===== src/rtl/fifo_wr_arbiter.sv =====
// Round-robin write arbiter: shares one fifo_sync write port between pSOURCES
// valid/ready producers, tagging each word with its source ID in bursts of up to pBURST.
module fifo_wr_arbiter #(
    parameter int pSOURCES    = 4,
    parameter int pID_WIDTH   = 2,
    parameter int pDATA_WIDTH = 8,
    parameter int pBURST      = 4
) (
    input  logic                            clk,
    input  logic                            rst_n,
    input  logic                            enable,
    input  logic [pSOURCES-1:0]             src_valid,
    input  logic [pSOURCES*pDATA_WIDTH-1:0] src_data,
    output logic [pSOURCES-1:0]             src_ready,
    input  logic                            fifo_full,
    output logic                            fifo_wen,
    output logic [pID_WIDTH+pDATA_WIDTH-1:0] fifo_wdata,
    output logic                            grant_valid,
    output logic [pID_WIDTH-1:0]            grant_id,
    output logic [31:0]                     word_count
);

    typedef enum logic {
        ST_IDLE,
        ST_GRANTED
    } state_e;

    localparam logic [7:0] BURST_LAST = 8'(pBURST - 1);

    state_e                 state_q, state_d;
    logic [pID_WIDTH-1:0]   grant_id_q, grant_id_d;
    logic [pID_WIDTH-1:0]   last_q, last_d;
    logic [7:0]             bcnt_q, bcnt_d;
    logic [31:0]            word_count_q, word_count_d;

    logic                   granted;
    logic                   sel_valid;
    logic [pDATA_WIDTH-1:0] sel_data;
    logic                   can_accept;
    logic                   accept;
    logic                   release_grant;
    logic                   arb_go;
    logic [pID_WIDTH-1:0]   rr_base;
    logic [pID_WIDTH-1:0]   rr_winner;

    // First requester found scanning base+1, base+2, ... modulo pSOURCES;
    // base itself is visited last, so it only wins when nobody else asks.
    function automatic logic [pID_WIDTH-1:0] rr_pick(
        input logic [pSOURCES-1:0]  req,
        input logic [pID_WIDTH-1:0] base
    );
        logic [pID_WIDTH-1:0] pick;
        logic                 found;
        pick  = '0;
        found = 1'b0;
        for (int k = 1; k <= pSOURCES; k++) begin
            for (int j = 0; j < pSOURCES; j++) begin
                if (!found && req[j] &&
                    ((int'(base) + k == j) || (int'(base) + k == j + pSOURCES))) begin
                    found = 1'b1;
                    pick  = pID_WIDTH'(j);
                end
            end
        end
        return pick;
    endfunction

    assign granted = (state_q == ST_GRANTED);

    // NOTE: every signal written in an always_comb gets a default first, so no
    // path can leave it unassigned and infer a latch.
    always_comb begin
        sel_valid = 1'b0;
        sel_data  = '0;
        for (int j = 0; j < pSOURCES; j++) begin
            if (grant_id_q == pID_WIDTH'(j)) begin
                sel_valid = src_valid[j];
                sel_data  = src_data[j*pDATA_WIDTH +: pDATA_WIDTH];
            end
        end
    end

    // Ready is also held off while rst_n is low so a word offered in the reset
    // cycle is never handshaken or written.
    assign can_accept = granted & enable & ~fifo_full & rst_n;
    assign accept     = can_accept & sel_valid;

    always_comb begin
        src_ready = '0;
        for (int j = 0; j < pSOURCES; j++) begin
            if (grant_id_q == pID_WIDTH'(j)) begin
                src_ready[j] = can_accept;
            end
        end
    end

    assign fifo_wen   = accept;
    assign fifo_wdata = granted ? {grant_id_q, sel_data} : '0;

    assign arb_go        = enable & (|src_valid);
    assign rr_base       = granted ? grant_id_q : last_q;
    assign rr_winner     = rr_pick(src_valid, rr_base);
    assign release_grant = granted & ((accept & (bcnt_q == BURST_LAST)) | ~sel_valid);

    always_comb begin
        state_d      = state_q;
        grant_id_d   = grant_id_q;
        last_d       = last_q;
        bcnt_d       = bcnt_q;
        word_count_d = word_count_q;

        if (accept) begin
            bcnt_d = bcnt_q + 8'd1;
            if (word_count_q != '1) begin
                word_count_d = word_count_q + 32'd1;
            end
        end

        unique case (state_q)
            ST_IDLE: begin
                if (arb_go) begin
                    state_d    = ST_GRANTED;
                    grant_id_d = rr_winner;
                    last_d     = rr_winner;
                    bcnt_d     = '0;
                end
            end
            ST_GRANTED: begin
                // Full or disabled only pauses the grant; release needs a burst
                // end or the granted source dropping valid.
                if (release_grant) begin
                    bcnt_d = '0;
                    if (arb_go) begin
                        grant_id_d = rr_winner;
                        last_d     = rr_winner;
                    end else begin
                        state_d = ST_IDLE;
                    end
                end
            end
            default: state_d = ST_IDLE;
        endcase
    end

    // NOTE: sequential state uses non-blocking assignments only, so every flop
    // samples its _d value from before the edge regardless of block order.
    always_ff @(posedge clk) begin
        if (!rst_n) begin
            state_q      <= ST_IDLE;
            grant_id_q   <= '0;
            last_q       <= pID_WIDTH'(pSOURCES - 1);
            bcnt_q       <= '0;
            word_count_q <= '0;
        end else begin
            state_q      <= state_d;
            grant_id_q   <= grant_id_d;
            last_q       <= last_d;
            bcnt_q       <= bcnt_d;
            word_count_q <= word_count_d;
        end
    end

    assign grant_valid = granted;
    assign grant_id    = grant_id_q;
    assign word_count  = word_count_q;

endmodule


===== config.mk =====
export PLATFORM = sky130hd
export DESIGN_NAME = fifo_wr_arbiter
export DESIGN_NICKNAME = d
export VERILOG_FILES = /design/src/rtl/fifo_wr_arbiter.sv
export SDC_FILE = /design/constraint.sdc
export NUM_CORES = 1
export LEC_CHECK = 0
export BUFFER_PORTS_ARGS = -buffer_cell sky130_fd_sc_hd__buf_4
export CELL_PAD_IN_SITES_DETAIL_PLACEMENT = 0
export CELL_PAD_IN_SITES_GLOBAL_PLACEMENT = 1
export CORE_AREA = 5 5 76 106
export CTS_CLUSTER_DIAMETER = 50
export DETAILED_ROUTE_END_ITERATION = 10
export DIE_AREA = 0 0 81 111
export HOLD_SLACK_MARGIN = 0.15
export PLACE_DENSITY_LB_ADDON = 0.1
export RECOVER_POWER = 100
export SKIP_LAST_GASP = 1
export SYNTH_ARGS = -nofsm -noshare
export SYNTH_HDL_FRONTEND = slang
export SYNTH_SLANG_ARGS = --single-unit

===== constraint.sdc =====
create_clock -name clk -period 4.7 [get_ports clk]
set_clock_uncertainty 0.2 [all_clocks]
set_input_delay 0.94 -clock clk [delete_from_list [all_inputs] [get_ports clk]]
set_output_delay 0.94 -clock clk [all_outputs]
set_load 0.05 [all_outputs]

==> flow_summary_export.csv <==
group,metric,value,unit
run_status,status,"complete, but fails checks",
run_status,violations,"max-capacitance violations, max-slew violations",
setup_path,rr_startpoint,"word_count[25]$_SDFFE_PN0P_",
logic_synthesis,syn_area,0.00271,mm²
timing,setup_tns,0,ns
placement,gp_congestion,0.821,
clock_network,cts_hold_buf,0,
clock_network,root_buffer,"clkbuf_8",
timing,timing.fmax,274,MHz
route,wl_per_cell,15.8,µm
job,drv_cap,1,
setup_path,crit_path_start_kind,"flip-flop",
logic_synthesis,synth-seq-area-share,0.333,
cells_and_area,multiInputGateArea,0.00165,mm²
route,antenna_left,0,
clock_network,cts.clk_slew.worst_paths,0.09,ns
timing,hold_viol_final,0,
cells_and_area,fin_area,0.00329,mm²
setup_path,timing.rr.end,"word_count[3]$_SDFFE_PN0P_",
placement,place_hpwl,5860,µm
clock_network,cts_resized,0,
hold_path,min_from,"word_count[5]$_SDFFE_PN0P_",
clock_network,numCtsBuffers,5,
pwr,cellPowerDensity,234,mW/mm²
hold_path,whs_endpoint,"word_count[5]$_SDFFE_PN0P_",
logic_synthesis,synth_top_area_frac,0.333,
global_routing,grt_usage,0.173,
setup_path,cp_data_required_time,4.64,ns
logic_synthesis,syn_nets,347,
timing,finalCriticalPeriod,3.65,ns
timing,period_share,0.776,
route,wl,7690,µm
placement,io_buffers,89,
global_routing,grt_overflow,0,
cells_and_area,final_common_cell,"clkbuf_1",
logic_synthesis,synth.avg_cell_area,8.88,µm²
clock_network,clock_sinks,45,
global_routing,grt_max_degree,31,
cells_and_area,syn_to_final_growth,21.4,%
pwr,power,769,µW
cells_and_area,seqCellArea,901,µm²
cells_and_area,fill_cells,800,
logic_synthesis,synth_cell_type_count,56,
timing,setup_viol,0,
floorplanning,rows,36,
cells_and_area,stdcell_count,486,
cells_and_area,layout_common_cells,"51 x clkbuf_1, 45 x dfxtp_1, 42 x buf_4",
logic_synthesis,synth_flop_cell,"dfxtp_1",
logic_synthesis,synth_edf_count,0,
global_routing,grt_pass1_vias,2564,
clock_network,insertion_delay,0.30,ns
floorplanning,die-area,0.00899,mm²
hold_path,min_path_type,"flip-flop to flip-flop",
setup_path,rr_worst_depth,5,
route,vias,2642,
setup_path,worstSetupEndpointType,"flip-flop",
logic_synthesis,yosys_warnings,0,
logic_synthesis,syn_inst,305,
cells_and_area,layout.nets,432,
floorplanning,die_y,111,µm
hold_path,min_delay_path_depth,2,
clock_network,post_cts_buffers,0,
cells_and_area,final_util,0.474,
timing,relSlewSlack,-0.414,
clock_network,clock_path_buffers,2,
placement,place_inst,478,
route,drc,0,
logic_synthesis,ys_top_cells_by_area,"dfxtp_1 33%, mux4_1 4.8%, nand2_1 4.2%",
setup_path,arrival,3.59,ns
setup_path,crit_type,"flip-flop to flip-flop",
route,vias_per_cell,5.44,
pwr,peakVddDrop,133,µV
route,drtIter0Drc,85,
floorplanning,floorplan.initialDensity,0.391,
cells_and_area,antenna_cells,0,
logic_synthesis,yosys.area.top_type,"dfxtp_1",
route,drt-pass1-iter-count,4,
clock_network,cts_tree,"built",
global_routing,grt_pass1_wl,12700,µm
timing,worst_slew_pin_slew,2.10,ns
floorplanning,ioPinCount,90,
timing,slew_violations,19,
setup_path,r2r_setup_slack,1.05,ns
setup_path,critPathMaxFanout,18,
logic_synthesis,synth-seq-cells,45,
global_routing,antenna_found_initial,0,
floorplanning,coreArea,0.00694,mm²
clock_network,h-tree-depth,2,
floorplanning,fp.dieW,81,µm
pwr,leakagePower,0.00111,µW
logic_synthesis,async_flop_share,0,
cells_and_area,drive_above_1_share,0.184,
placement,dpl-instance-area,0.00343,mm²
timing,rsz0062_at_grt,"false",
==> metal layers <==
layer	vias up	wire, µm	GRT usage
li1	1321	-	-
met1	1255	3410	0.219
met5	-	0	0
met2	61	3830	0.298
met4	0	76	0.0383
met3	5	384	0.0350
==> where the power goes <==
| part | switching [µW] | total [µW] | leakage (µW) | internal [µW] |
|---|---|---|---|---|
| clock | 136 | 241 | 0.0000385 | 106 |
| sequential | 6.31 | 392 | 0.000363 | 385 |
| combinational | 78.4 | 136 | 0.000713 | 57.3 |
==> worst max-delay path, stage by stage (launching register included) <==
cell and delay [ns]:
dfxtp_1 0.47, nand4_4 0.19, or4_4 0.60, o31ai_1 1.64
or3_2 0.32, a21oi_1 0.07
==> synth_stat cells, types with 2 or more instances <==
master,instances
xor2_1,6
nand4_4,2
o21ai_0,19
nor3_1,6
nor4_1,3
dfxtp_1,45
a211o_1,2
o41ai_1,2
buf_2,4
a21oi_1,22
or3_1,13
o311ai_0,2
and4_1,3
clkbuf_1,4
nand2_1,30
or3_2,6
nor2_1,19
mux2i_1,4
buf_6,2
ha_1,2
xnor2_1,4
or4_1,6
nand4_1,13
and2_1,14
a21oi_2,4
inv_1,9
nand3_1,8
mux4_2,4
o31ai_1,6
nand2b_1,2
and3_1,3
o21ai_2,4
mux4_1,5
o211ai_1,5
==> sequential cells by signal, indices dropped and copies added (netlist names) <==
name / cells
grant_valid: 1
last_q: 2
bcnt_q: 8
word_count: 32
grant_id: 2
==> final cells by class <==
| cell class | count | share of cell area |
|---|---|---|
| clock buffers | 7 | 0.0232 |
| repair buffers | 91 | 0.152 |
| flip-flops and latches | 45 | 0.274 |
| inverters | 10 | 0.0118 |
| multi-input cells | 237 | 0.501 |
| well taps | 95 | 0.0361 |
| clock inverters | 1 | 0.00228 |
==> cells by family (layout without fill, tap and decap cells) <==
| group | after synthesis | count (layout) | share of synthesized area |
|---|---|---|---|
| compound gates | 74 | 74 | 0.187 |
| xor+xnor | 10 | 10 | 0.0323 |
| fa+ha+maj | 2 | 2 | 0.00924 |
| buf+inv | 23 | 109 | 0.0430 |
| flops | 45 | 45 | 0.333 |
| mux | 14 | 14 | 0.101 |
| simple gates | 137 | 137 | 0.295 |
==> how the worst max path moves through the flow <==
stage	start	endpoint	slack (ns)	cells after the start
5_1_grt	word_count[25]$_SDFFE_PN0P_	word_count[5]$_SDFFE_PN0P_	0.73	5
3_3_place_gp	src_valid[3]	fifo_wen	1.35	5
3_5_place_dp	src_valid[3]	fifo_wen	1.31	5
6_report	word_count[25]$_SDFFE_PN0P_	word_count[3]$_SDFFE_PN0P_	1.05	5
4_1_cts	src_valid[3]	fifo_wen	1.31	5
2_1_floorplan	fifo_full	src_ready[0]	1.40	2
==> through the flow <==
step	worst slack, ns	hold slack [ns]
after floorplan	1.40	0.261
after global placement	1.35	0.270
after detailed placement	1.31	0.279
after CTS	1.31	0.294
after global routing	0.731	0.335
final	1.05	0.294
No activity file was read; power rests on OpenSTA's default activity.
